`config.mk`:
```
export PLATFORM = sky130hd
export DESIGN_NAME = la_capture_ctrl
export DESIGN_NICKNAME = d
export VERILOG_FILES = /design/src/rtl/la_pkg.sv /design/src/rtl/la_trig_match.sv /design/src/rtl/la_capture_ctrl.sv
export SDC_FILE = /design/constraint.sdc
export NUM_CORES = 1
export LEC_CHECK = 0
export CAP_MARGIN = 10
export CORE_ASPECT_RATIO = 2
export CORE_MARGIN = 3
export CORE_UTILIZATION = 60
export CTS_CLUSTER_DIAMETER = 80
export DETAILED_ROUTE_END_ITERATION = 10
export HOLD_SLACK_MARGIN = 0.02
export MAX_ROUTING_LAYER = met4
export PLACE_DENSITY = 0.85
export REMOVE_ABC_BUFFERS = 1
export SYNTH_ARGS = -nofsm -noshare
export SYNTH_HDL_FRONTEND = slang
export SYNTH_SLANG_ARGS = --single-unit
```
`constraint.sdc`:
```
create_clock -name clk_50M -period 4.1 [get_ports clk_50M]
set_clock_uncertainty 0.15 [all_clocks]
set_input_delay 0.82 -clock clk_50M [delete_from_list [all_inputs] [get_ports clk_50M]]
set_output_delay 0.82 -clock clk_50M [all_outputs]
set_load 0.02 [all_outputs]
```
`src/rtl/la_pkg.sv`:
```
// Shared definitions for the logic-analyser blocks.
// Sequencer state encoding and trigger mode codes.
package la_pkg;

    typedef enum logic [2:0] {
        ST_IDLE,
        ST_PRE,
        ST_WAIT,
        ST_POST,
        ST_DONE
    } la_state_t;

    localparam logic [1:0] TRIG_IMM   = 2'd0;
    localparam logic [1:0] TRIG_LEVEL = 2'd1;
    localparam logic [1:0] TRIG_RISE  = 2'd2;
    localparam logic [1:0] TRIG_FALL  = 2'd3;

endpackage

```
`src/rtl/la_trig_match.sv`:
```
// Combinational trigger matcher for the capture sequencer.
// Edge modes need a valid previous sample to fire.
module la_trig_match
    import la_pkg::*;
#(
    parameter int DATA_W = 8
) (
    input  logic [DATA_W-1:0] i_sample,
    input  logic [DATA_W-1:0] i_prev,
    input  logic              i_prev_valid,
    input  logic [1:0]        i_mode,
    input  logic [DATA_W-1:0] i_mask,
    input  logic [DATA_W-1:0] i_value,
    output logic              o_hit
);

    always_comb begin
        o_hit = 1'b0;
        unique case (1'b1)
            (i_mode == TRIG_IMM):
                o_hit = 1'b1;
            (i_mode == TRIG_LEVEL):
                o_hit = ((i_sample ^ i_value) & i_mask) == '0;
            (i_mode == TRIG_RISE):
                o_hit = i_prev_valid && (|(i_sample & ~i_prev & i_mask));
            default:
                o_hit = i_prev_valid && (|(~i_sample & i_prev & i_mask));
        endcase
    end

endmodule

```
`src/rtl/la_capture_ctrl.sv`:
```
// Capture sequencer: ring-buffer pre-trigger fill, trigger detect,
// fixed post-trigger count and oldest-sample address report.
module la_capture_ctrl
    import la_pkg::*;
#(
    parameter int ADDR_W = 17,
    parameter int DATA_W = 8
) (
    input  logic              clk_50M,
    input  logic              rst_n,
    input  logic              arm,
    input  logic              abort,
    input  logic              sample_valid,
    input  logic [DATA_W-1:0] sample_data,
    input  logic [1:0]        trig_mode,
    input  logic [DATA_W-1:0] trig_mask,
    input  logic [DATA_W-1:0] trig_value,
    input  logic [ADDR_W-1:0] pre_len,
    output logic              wr_en,
    output logic [ADDR_W-1:0] wr_addr,
    output logic [DATA_W-1:0] wr_data,
    output logic              busy,
    output logic              triggered,
    output logic              done,
    output logic [ADDR_W-1:0] start_addr
);

    la_state_t         r_state;
    la_state_t         w_next;
    logic [1:0]        r_mode;
    logic [DATA_W-1:0] r_mask;
    logic [DATA_W-1:0] r_value;
    logic [ADDR_W-1:0] r_pre_len;
    logic [ADDR_W-1:0] r_wr_ptr;
    logic [ADDR_W-1:0] r_pre_cnt;
    logic [ADDR_W-1:0] r_post_cnt;
    logic [DATA_W-1:0] r_prev;
    logic              r_prev_valid;
    logic              r_wr_en;
    logic [ADDR_W-1:0] r_wr_addr;
    logic [DATA_W-1:0] r_wr_data;
    logic              r_triggered;
    logic              r_done;
    logic [ADDR_W-1:0] r_start_addr;

    logic              w_busy;
    logic              w_arm_ok;
    logic              w_accept;
    logic              w_hit;
    logic [ADDR_W-1:0] w_pre_inc;
    logic [ADDR_W-1:0] w_post_init;

    // A pre_len port of ADDR_W bits can never exceed DEPTH-1.
    assign w_busy      = (r_state == ST_PRE) || (r_state == ST_WAIT)
                      || (r_state == ST_POST);
    assign w_arm_ok    = arm && !abort
                      && ((r_state == ST_IDLE) || (r_state == ST_DONE));
    assign w_accept    = sample_valid && w_busy && !abort;
    assign w_pre_inc   = r_pre_cnt + 1'b1;
    assign w_post_init = ~r_pre_len;

    la_trig_match #(
        .DATA_W (DATA_W)
    ) u_match (
        .i_sample     (sample_data),
        .i_prev       (r_prev),
        .i_prev_valid (r_prev_valid),
        .i_mode       (r_mode),
        .i_mask       (r_mask),
        .i_value      (r_value),
        .o_hit        (w_hit)
    );

    always_ff @(posedge clk_50M) begin
        if (!rst_n) begin
            r_state <= ST_IDLE;
        end else begin
            r_state <= w_next;
        end
    end

    always_comb begin
        w_next = r_state;
        if (abort) begin
            w_next = ST_IDLE;
        end else begin
            unique case (r_state)
                ST_IDLE, ST_DONE: begin
                    if (arm)
                        w_next = (pre_len == '0) ? ST_WAIT : ST_PRE;
                end
                ST_PRE: begin
                    if (w_accept && (w_pre_inc == r_pre_len))
                        w_next = ST_WAIT;
                end
                ST_WAIT: begin
                    if (w_accept && w_hit)
                        w_next = (w_post_init == '0) ? ST_DONE : ST_POST;
                end
                ST_POST: begin
                    if (w_accept && (r_post_cnt == ADDR_W'(1)))
                        w_next = ST_DONE;
                end
                default: w_next = ST_IDLE;
            endcase
        end
    end

    always_ff @(posedge clk_50M) begin
        if (!rst_n) begin
            r_mode       <= '0;
            r_mask       <= '0;
            r_value      <= '0;
            r_pre_len    <= '0;
            r_wr_ptr     <= '0;
            r_pre_cnt    <= '0;
            r_post_cnt   <= '0;
            r_prev       <= '0;
            r_prev_valid <= 1'b0;
            r_wr_en      <= 1'b0;
            r_wr_addr    <= '0;
            r_wr_data    <= '0;
            r_triggered  <= 1'b0;
            r_done       <= 1'b0;
            r_start_addr <= '0;
        end else begin
            r_wr_en <= 1'b0;
            if (abort) begin
                r_triggered <= 1'b0;
                r_done      <= 1'b0;
            end else if (w_arm_ok) begin
                r_mode       <= trig_mode;
                r_mask       <= trig_mask;
                r_value      <= trig_value;
                r_pre_len    <= pre_len;
                r_wr_ptr     <= '0;
                r_pre_cnt    <= '0;
                r_post_cnt   <= '0;
                r_prev_valid <= 1'b0;
                r_triggered  <= 1'b0;
                r_done       <= 1'b0;
                r_start_addr <= '0;
            end else if (w_accept) begin
                r_wr_en      <= 1'b1;
                r_wr_addr    <= r_wr_ptr;
                r_wr_data    <= sample_data;
                r_wr_ptr     <= r_wr_ptr + 1'b1;
                r_prev       <= sample_data;
                r_prev_valid <= 1'b1;
                if (r_state == ST_PRE)
                    r_pre_cnt <= w_pre_inc;
                // Oldest sample sits pre_len slots behind the trigger.
                if ((r_state == ST_WAIT) && w_hit) begin
                    r_triggered  <= 1'b1;
                    r_start_addr <= r_wr_ptr - r_pre_len;
                    r_post_cnt   <= w_post_init;
                    if (w_post_init == '0)
                        r_done <= 1'b1;
                end
                if (r_state == ST_POST) begin
                    r_post_cnt <= r_post_cnt - 1'b1;
                    if (r_post_cnt == ADDR_W'(1))
                        r_done <= 1'b1;
                end
            end
        end
    end

    assign wr_en      = r_wr_en;
    assign wr_addr    = r_wr_addr;
    assign wr_data    = r_wr_data;
    assign busy       = w_busy;
    assign triggered  = r_triggered;
    assign done       = r_done;
    assign start_addr = r_start_addr;

endmodule
```
==> impl_metrics.json <==
{
  "ios": 94,
  "r2r_end": "start_addr[15]",
  "crit_cells": 10,
  "post_cts_buffers": 0,
  "fillers": 923,
  "required_ns": 4.24,
  "status": "completed",
  "yosysWarnings": 0,
  "cts_sinks": 135,
  "io_buffers": 93,
  "h-tree-depth": 4,
  "grt_use_met1_pct": 31.3,
  "max_stage_delay_ns": 0.50,
  "drtIter0Drc": 439,
  "tns_ns": 0,
  "min_path_type": "reg -> reg",
  "globalplace.congestion": 0.970,
  "start_util_pct": 61.5,
  "clk_latency_ns": 0.41,
  "netlist_area_sq_um": 7450,
  "multiInputGateArea_sq_um": 4400,
  "vias_per_cell": 6.20,
  "die_width_um": 84.8,
  "synth_top_area_cell": "dfxtp_1",
  "worstMarginPinSlew_ns": 0.672,
  "synth_edf_count": 0,
  "powerDensity_nw_per_um2": 363,
  "synthTopCellsByCount": "nand2_1 (171), dfxtp_1 (135), a21boi_0 (62), nor2_1 (62), xnor2_1 (35)",
  "dieArea_sq_um": 13900,
  "endpoint_kind": "register",
  "critical-path-top-delay-family": "compound AO/OA/AOI/OAI gates",
  "fmax_ghz": 0.304,
  "drive_gt1_share_pct": 6.83,
  "drc": 0,
  "post-route-cell-area_sq_um": 8990,
  "grt_max_degree": 62,
  "netlist_top_cells_area": "dfxtp_1 (36%), nand2_1 (8.6%), a21boi_0 (6.2%)",
  "wl_per_cell_um": 18.4,
  "hpwl_um": 15100,
  "cts_tree": "built",
  "final_nets": 1052,
  "setup.worst_path.start": "r_pre_len[1]",
  "slew_violations": 0,
  "dp_slack_ns": 0.586,
  "synth_top_flop_cell": "dfxtp_1",
  "finalCritPeriodShare_pct": 80.1,
  "crit_fanout": 4,
  "drv_cap": 0,
  "routed_wl_um": 21000,
  "hold_viol": 0,
  "grt_pass1_vias": 7090,
  "root_buffer": "clkbuf_16",
  "slew_headroom_pct": 55.2,
  "drtAntennaViolNets": 0,
  "grt-busiest-layer": "met2",
  "vias": 7089,
  "synthCells": 911,
  "diodes": 0,
  "synth_most_common_cell": "nand2_1",
  "cts_resized": 0,
  "grt_pass1_wl_um": 34300,
  "yosysSeqAreaShare_pct": 36.3,
  "rows": 57,
  "worst-setup-path-type": "reg -> reg",
  "use_met3_pct": 5.86,
  "use_met2_pct": 56.0,
  "synth_area_per_cell_sq_um": 8.18,
  "critical_path_buf_inv_count": 1,
  "placed_area_sq_um": 8420,
  "r2r_slack_ns": 0.81,
  "ir_worst_vdd_mv": 0.321,
  "grt_antenna_before_repair": 0,
  "finalWorstSetupSlack_ns": 0.814,
  "area_growth_pct": 20.7,
  "seq_area_sq_um": 2700,
  "ys_types": 76,
  "cp_slowest_cell": "o31ai_1",
  "rsz0062_at_grt": "no",
  "ys_seq_elements": 135,
  "grt_use_total_pct": 32.0,
  "cp_cell_sequence": "inv_1 -> ha_1 -> nor2b_1 -> o31ai_1 -> a211oi_1 -> nor4b_1 -> nor4_1 -> o41ai_1 -> xor2_1 -> o22ai_1",
  "critPathLaunchType": "register",
  "clk_pin_slew_worst_paths_ns": 0.06,
  "die_h_um": 164,
  "holdBufCountCts": 0,
  "p_leak_nw": 3.27,
  "holdWs_ns": 0.304,
  "ys_async_sr_fraction_pct": 0,
  "critical_path_arrival_ns": 3.43,
  "reg2reg_from": "r_pre_len[1]",
  "cts_buffers": 17,
  "crit_end": "start_addr[15]",
  "yosysTopAreaCellShare_pct": 36.3,
  "clk_path_buf_depth": 2,
  "overflow": 0,
  "core_sq_um": 12100,
  "min_period_ns": 3.29,
  "worst_r2r_path_depth": 10,
  "dr.pass1.iters": 5,
  "setup_viol": 0
}
## worst register-to-register path: stages (launching register included)
cell and delay (ns):
dfxtp_1 0.44, inv_1 0.18, ha_1 0.31, nor2b_1 0.14
o31ai_1 0.50, a211oi_1 0.23, nor4b_1 0.50, nor4_1 0.12
o41ai_1 0.33, xor2_1 0.18, o22ai_1 0.09
## state kept, by name, indices dropped and copies added, names as in the netlist
name          cells
done              1
r_mask            8
r_mode            2
r_post_cnt       17
r_pre_cnt        17
r_pre_len        17
r_prev_valid      1
r_state           3
r_value           8
r_wr_ptr         17
start_addr       17
triggered         1
wr_addr          17
wr_data           8
wr_en             1
## power by group
part	leakage (nW)	internal (W)	switching (W)	total [W]
logic	1.90	0.000179	0.000209	0.000388
registers	1.09	0.00135	0.0000501	0.00140
clock network	0.276	0.000871	0.000607	0.00148
total	3.27	0.00240	0.000866	0.00326
## cells in the final DEF (no fill, tap or decap), types with 4 or more instances in the layout
| master | synthesis | final |
|---|---|---|
| buf_4 | 5 | 12 |
| nor4_1 | 11 | 11 |
| and4_1 | 6 | 6 |
| o221ai_1 | 4 | 4 |
| o211a_1 | 9 | 9 |
| and2_1 | 6 | 6 |
| a21o_1 | 4 | 4 |
| nand3_1 | 29 | 29 |
| a211oi_1 | 7 | 7 |
| mux2i_1 | 10 | 10 |
| nor2b_1 | 4 | 4 |
| nor3_1 | 10 | 10 |
| nand4_1 | 17 | 17 |
| o22ai_1 | 8 | 8 |
| inv_1 | 30 | 30 |
| nand2b_1 | 9 | 9 |
| o21ai_0 | 34 | 34 |
| or3_1 | 7 | 7 |
| dfxtp_1 | 135 | 135 |
| clkdlybuf4s50_1 | 0 | 92 |
| a31oi_1 | 4 | 4 |
| clkbuf_16 | 0 | 17 |
| o31ai_1 | 11 | 11 |
| ha_1 | 20 | 20 |
| a21oi_1 | 29 | 29 |
| and3_1 | 7 | 7 |
| nand3b_1 | 15 | 15 |
| xnor2_1 | 35 | 35 |
| o21a_1 | 4 | 4 |
| a22oi_1 | 6 | 6 |
| a21boi_0 | 62 | 62 |
| xor2_1 | 34 | 34 |
| nor2_1 | 62 | 61 |
| nand2_1 | 171 | 171 |
## through the flow
stage	instances	util [%]	power [W]
6_report	1143	74.1	0.00326
5_1_grt	1143	74.1	0.00337
4_1_cts	1143	74.1	0.00327
3_5_place_dp	1111	69.4	0.00180
3_3_place_gp	1111	69.4	0.00179
2_1_floorplan	859	-	0.00165
## worst min path at each step
stage                              start              to  slack, ns  depth (start not counted)
after floorplan           r_post_cnt[13]  r_post_cnt[13]       0.28                          2
after global placement    r_post_cnt[13]  r_post_cnt[13]       0.29                          2
after detailed placement  start_addr[14]  start_addr[14]       0.30                          2
after CTS                 start_addr[14]  start_addr[14]       0.31                          2
after global routing      start_addr[13]  start_addr[13]       0.34                          2
final                     start_addr[14]  start_addr[14]       0.30                          2
## layer usage
metal / share of wire [%] / vias to the layer above
met5: 0 / -
met3: 4.9 / 113
met2: 53 / 279
met4: 7.5 / 0
met1: 34 / 3333
li1: - / 3364
## cell families after synthesis
logic type               Yosys count  share of synthesized area, %
AO/OA/AOI/OAI                    218                          21.0
buffers and inverters             82                          4.69
AND/OR/NAND/NOR                  376                          25.0
XOR/XNOR                          69                          8.11
adder cells (fa/ha/maj)           21                          3.63
flip-flops                       135                          36.3
multiplexers                      10                          1.34
## area by class of cell
class                      instances  area share, %
clock buffer                      19           5.04
clock inverter                    13           1.34
inverter                          30           1.25
multi-input combinational        694           49.0
sequential                       135           30.1
tap                              147           2.05
timing repair buffer             105           11.3
Note: power is estimated with default switching activity, not from simulation.
==> patch 1 (same flow settings) <==
`DATA_W` is set to 8 in 2 places; all go to 6.
--- a/src/rtl/la_trig_match.sv
+++ b/src/rtl/la_trig_match.sv
@@ -3,7 +3,7 @@
 module la_trig_match
     import la_pkg::*;
 #(
-    parameter int DATA_W = 8
+    parameter int DATA_W = 6
 ) (
     input  logic [DATA_W-1:0] i_sample,
     input  logic [DATA_W-1:0] i_prev,
--- a/src/rtl/la_capture_ctrl.sv
+++ b/src/rtl/la_capture_ctrl.sv
@@ -4,7 +4,7 @@
     import la_pkg::*;
 #(
     parameter int ADDR_W = 17,
-    parameter int DATA_W = 8
+    parameter int DATA_W = 6
 ) (
     input  logic              clk_50M,
     input  logic              rst_n,
Interface: changed (resized sample_data, trig_mask, trig_value and wr_data); port bits go from 94 to 86. No check against the original RTL was run, so the function may have changed too.
==> patch 1 against the original RTL <==
  * Wire length decreased by 4.2%
  * Area after synthesis is 7.0% lower
  * Power is essentially flat
  * Final area is 5.8% lower
  * Largest cell class unchanged
  * Clock power is 3% higher
  * Sequential cell count shrank 6
  * Largest power group unchanged
  * Synthesized cell count shrank 1.5%
  * Global-route usage is 1.3 points higher
  * Worst setup slack better by 0.072 ns
  * Critical path depth stayed put
  * Critical endpoint is now start_addr[14]
==> patch 1: results (changes against the original RTL) <==
[worst_setup_path]
r2r-start = r_pre_len[0]
r2r_end = start_addr[14]
worst_path_max_delay_cell = dfxtp_1
worst_ep_arrival_time_ns = 3.37  ; -0.06 ns
reg2reg_slack_ns = 0.89  ; +0.07 ns
critPathMaxFanout = 5  ; +1

[cells_and_area]
drive_gt1_share_pct = 6.837  ; +0.0094 points
n_fill_cell = 835  ; -9.5%

[power]
switching_share_pct = 26.12  ; -0.44 points
vdd_drop_max_uv = 325.5  ; +1.5%
power.share.combinational_pct = 12.4  ; +0.5 points
p_int_mw = 2.412  ; +0.68%

[synth]
synth.distinct_cells = 71  ; -6.6%
yosysSeqAreaShare_pct = 37.28  ; +1.0 points
synth_area_leaders = dfxtp_1 (37%), nand2_1 (9.4%), a21oi_1 (7.5%)
yosys-top-cells-count = nand2_1 (173), dfxtp_1 (129), a21oi_1 (104)

[hold_path]
whs_endpoint = wr_addr[14]
worstHoldStart = wr_addr[14]

[global_routing]
grt_pass1_wl_mm = 32.34  ; -5.7%
grt_util_met3_pct = 6.549  ; +0.69 points
use_met1_pct = 33.09  ; +1.8 points
track_usage_pct = 33.21  ; +1.3 points
grt_max_degree = 60  ; -3.2%

[drt]
wl_met3_mm = 1.165  ; +13%
wl_mm = 20.11  ; -4.2%
drt-pass1-iter-count = 6  ; +1
met1_length_mm = 7.267  ; +0.36%
drt-initial-drc-count = 443  ; +0.91%

[run_status]
status = finished, final reports clean

[placed_design]
io_buffer_count = 85  ; -8.6%

[timing]
relSlewSlack_pct = 24.17  ; -31 points

-- patch 1: changes by cell type after synthesis, sizes merged, moves of 6 or more --
cell / delta
a21boi: -63
o21ai: +7
nor3: +7
a21oi: +75
dfxtp: -6
mux2i: -8
o221ai: -7
nor2: +7
o211a: -9
o2bb2ai: +6
nand3b: -9
nand2b: -7
-- patch 1: metrics by stage --
step	area (sq um)	utilization (%)	hold WS, ns	cells	setup slack [ns]
6_report	8466	76.40	0.3011	1120	0.8859
5_1_grt	8466	76.40	0.3206	1120	0.7294
4_1_cts	8466	76.40	0.3044	1120	0.8812
3_5_place_dp	7874	71.06	0.2964	1089	0.7597
3_3_place_gp	7874	71.06	0.2925	1089	0.8061
2_1_floorplan	6714	-	0.2899	849	0.5311
-- patch 1: how the worst max path moves through the flow --
stage	startpoint	to	depth (start not counted)
6_report	r_pre_len[0]	start_addr[14]	10
5_1_grt	r_pre_len[0]	start_addr[14]	10
4_1_cts	r_pre_len[0]	start_addr[14]	10
3_5_place_dp	abort	r_wr_ptr[11]	8
3_3_place_gp	abort	r_wr_ptr[11]	8
2_1_floorplan	r_state[0]	r_post_cnt[10]	5
-- patch 1: area by class of cell --
class / instances / area share [%]
clock buffer: 17 / 5.025
clock inverter: 14 / 1.966
inverter: 26 / 1.153
multi-input combinational: 694 / 47.75
sequential: 129 / 30.51
tap: 140 / 2.069
timing repair buffer: 100 / 11.53
-- patch 1: logic make-up (layout without fill, tap and decap cells) --
group	count (synthesis)	in the layout	share of synthesized area, %
xor gates and xnor gates	65	65	8.218
adders and majority gates	21	21	3.901
DFF	129	129	37.28
muxes	4	4	0.6140
AOI/OAI and AO/OA	228	228	19.94
and+or+nand+nor	376	376	25.56
buffers and inverters	74	157	4.497
==> patch 2 (same settings) <==
Without the edit above. Register the input `pre_len` before use, with the module's reset. The logic sees it one clock later. The other inputs are not delayed to match.
--- a/src/rtl/la_capture_ctrl.sv
+++ b/src/rtl/la_capture_ctrl.sv
@@ -24,6 +24,16 @@
     output logic              done,
     output logic [ADDR_W-1:0] start_addr
 );
+
+    logic [ADDR_W-1:0] pre_len_q;
+
+    always_ff @(posedge clk_50M) begin
+        if (!rst_n) begin
+            pre_len_q <= '0;
+        end else begin
+            pre_len_q <= pre_len;
+        end
+    end
 
     la_state_t         r_state;
     la_state_t         w_next;
@@ -87,7 +97,7 @@
             unique case (r_state)
                 ST_IDLE, ST_DONE: begin
                     if (arm)
-                        w_next = (pre_len == '0) ? ST_WAIT : ST_PRE;
+                        w_next = (pre_len_q == '0) ? ST_WAIT : ST_PRE;
                 end
                 ST_PRE: begin
                     if (w_accept && (w_pre_inc == r_pre_len))
@@ -132,7 +142,7 @@
                 r_mode       <= trig_mode;
                 r_mask       <= trig_mask;
                 r_value      <= trig_value;
-                r_pre_len    <= pre_len;
+                r_pre_len    <= pre_len_q;
                 r_wr_ptr     <= '0;
                 r_pre_cnt    <= '0;
                 r_post_cnt   <= '0;
Function: changed (Yosys sat finds a counterexample within 4 cycles, from zero or initial values and one cycle with rst_n low).
==> patch 2 against the original RTL <==
  * Sequential cell count rose by 17
  * Global-route usage fell by 0.25 points
  * Power rose by 5.8%
  * Critical path depth fell by 3
  * Final area rose by 6.8%
  * Via count rose by 7.9%
  * Wire length rose by 5.5%
  * Die area rose by 7.1%
  * Worst setup slack improved by 0.012 ns
  * Area after synthesis rose by 7.5%
  * Sequential power rose by 11%
  * Critical path type is now in2reg
==> patch 2: results (changes against the original RTL) <==
[synth]
synth_compound_area_share_pct = 19.42  ; -1.6 points
yosys-top-cells-count = nand2_1 (185), dfxtp_1 (152), a21boi_0 (66)
synth_top_family_by_area = simple AND/OR/NAND/NOR gates
synth_area_leaders = dfxtp_1 (38%), nand2_1 (8.7%), a21boi_0 (6.2%)
synthFlopType = dfxtp_1
synth.distinct_cells = 67  ; -12%
yosysSeqAreaShare_pct = 37.99  ; +1.7 points
synthMuxAreaShare_pct = 1.015  ; -0.33 points
ys_async_sr_fraction_pct = 0  ; unchanged
syn_avg_cell_area_sq_um = 8.001  ; -2.2%
synth_fa_ha_area_share_pct = 3.374  ; -0.25 points
synth_xor_area_share_pct = 6.561  ; -1.5 points
ys_warn_count = 0  ; unchanged

[worst_setup_path]
critPathMaxFanout = 29  ; +25
r2r_cells = 10  ; unchanged
r2r_end = start_addr[13]
critPathTopFamily = simple AND/OR/NAND/NOR gates
cp-startpoint = abort
worst_path_max_delay_cell = or4b_1
r2r-start = r_pre_len[2]
slowest_delay_ns = 0.71  ; +0.21 ns
reg2reg_slack_ns = 1.06  ; +0.25 ns
worst_ep_arrival_time_ns = 3.44  ; about the same

[clock_network]
clock_path_buffers = 2  ; unchanged
clk_pin_slew_ns = 0.07
worstSkewPairLatency_ns = 0.42
cts-root-buf = clkbuf_16
h-tree-depth = 4  ; unchanged
cts_setup_buffers = 0  ; unchanged
cts_buffers = 17  ; unchanged

[drt]
routedWlPerCell_microns = 17.85  ; -2.8%
drt-pass1-iter-count = 6  ; +1
wl_mm = 22.14  ; +5.5%
drt-initial-drc-count = 529  ; +21%
viasPerCell = 6.167  ; -0.57%

[global_routing]
antenna_found_initial = 0  ; unchanged
grt_max_degree = 76  ; +23%
grt_pass1_vias = 7500  ; +5.8%
track_usage_pct = 31.70  ; -0.25 points
grt_pass1_wl_mm = 36.01  ; +5.0%

[placed_design]
dp_hpwl_mm = 15.95  ; +5.3%
place_congestion = 1.018  ; +4.9%
io_buffer_count = 93  ; unchanged
dp_cells = 1208  ; +8.7%
pre_cts_ws_ns = 0.4224  ; -0.1636 ns

[cells_and_area]
n_fill_cell = 996  ; +7.9%
drive_gt1_share_pct = 5.607  ; -1.2 points
antenna_cells = 0  ; unchanged
fin_nets = 1144  ; +8.7%

[run_status]
status = finished, final reports clean

[timing]
relSlewSlack_pct = 38.32  ; -17 points
holdWs_ns = 0.3007  ; -0.002890 ns

[hold_path]
whs_endpoint = r_pre_len[10]
min_path_type = reg2reg
holdPathStages = 2  ; unchanged
worstHoldStart = pre_len_q[10]

[power]
vdd_drop_max_uv = 268.5  ; -16%
leakage_nw = 3.450  ; +5.5%

## patch 2: changes by cell type after synthesis, moves of 11 or more
cell	delta
nand2_1	+14
clkbuf_1	+12
dfxtp_1	+17
and2_1	+28
xnor2_1	-14
o211ai_1	+11
## patch 2: area by class of cell
type	instances	area share (%)
clock inverter	12	1.120
clock buffer	20	4.755
timing repair buffer	110	10.97
multi-input combinational	763	48.28
inverter	31	1.212
tap	152	1.980
sequential	152	31.68
## patch 2: layer usage
metal	vias up	track usage [%]	wire, microns
met3	106	4.665	1210
met1	3565	34.01	8120
met4	0	20.44	1457
li1	3660	-	-
met5	-	-	0
met2	316	53.06	11350
## patch 2: power by group
group	leakage, nW	switching [mW]	internal [mW]
Clock	0.266	0.677	0.828
Combinational	1.95	0.217	0.172
Sequential	1.23	0.0426	1.51
## patch 2: worst reg2reg max path, stage by stage (launching register included)
cell	delay [ns]
dfxtp_1	0.48
inv_1	0.15
ha_1	0.37
o21a_1	0.21
o31a_1	0.13
o31ai_1	0.37
a31oi_1	0.23
a2111oi_0	0.48
nor3_1	0.14
xnor2_1	0.14
o21ai_0	0.13
## patch 2: kinds of logic (layout without fill, tap and decap cells)
kind of cell / after synthesis / in the layout
AND/OR/NAND/NOR: 445 / 445
AO/OA/AOI/OAI: 229 / 229
flip-flops: 152 / 152
buffers and inverters: 86 / 173
XOR/XNOR: 60 / 60
adder cells (fa/ha/maj): 21 / 21
multiplexers: 8 / 8
## patch 2: worst max-delay path by stage
stage | to | slack [ns] | cells after the start
final | r_state[2] | 0.83 | 7
after global routing | start_addr[3] | 0.67 | 8
after CTS | r_state[2] | 0.85 | 7
after detailed placement | r_state[2] | 0.42 | 7
after global placement | r_state[2] | 0.47 | 7
after floorplan | r_post_cnt[1] | 0.50 | 4
## patch 2: per-stage QoR
stage	power, mW	area, sq um
after floorplan	1.811	7794
after global placement	1.966	9040
after detailed placement	1.970	9040
after CTS	3.453	9604
after global routing	3.565	9604
final	3.452	9604
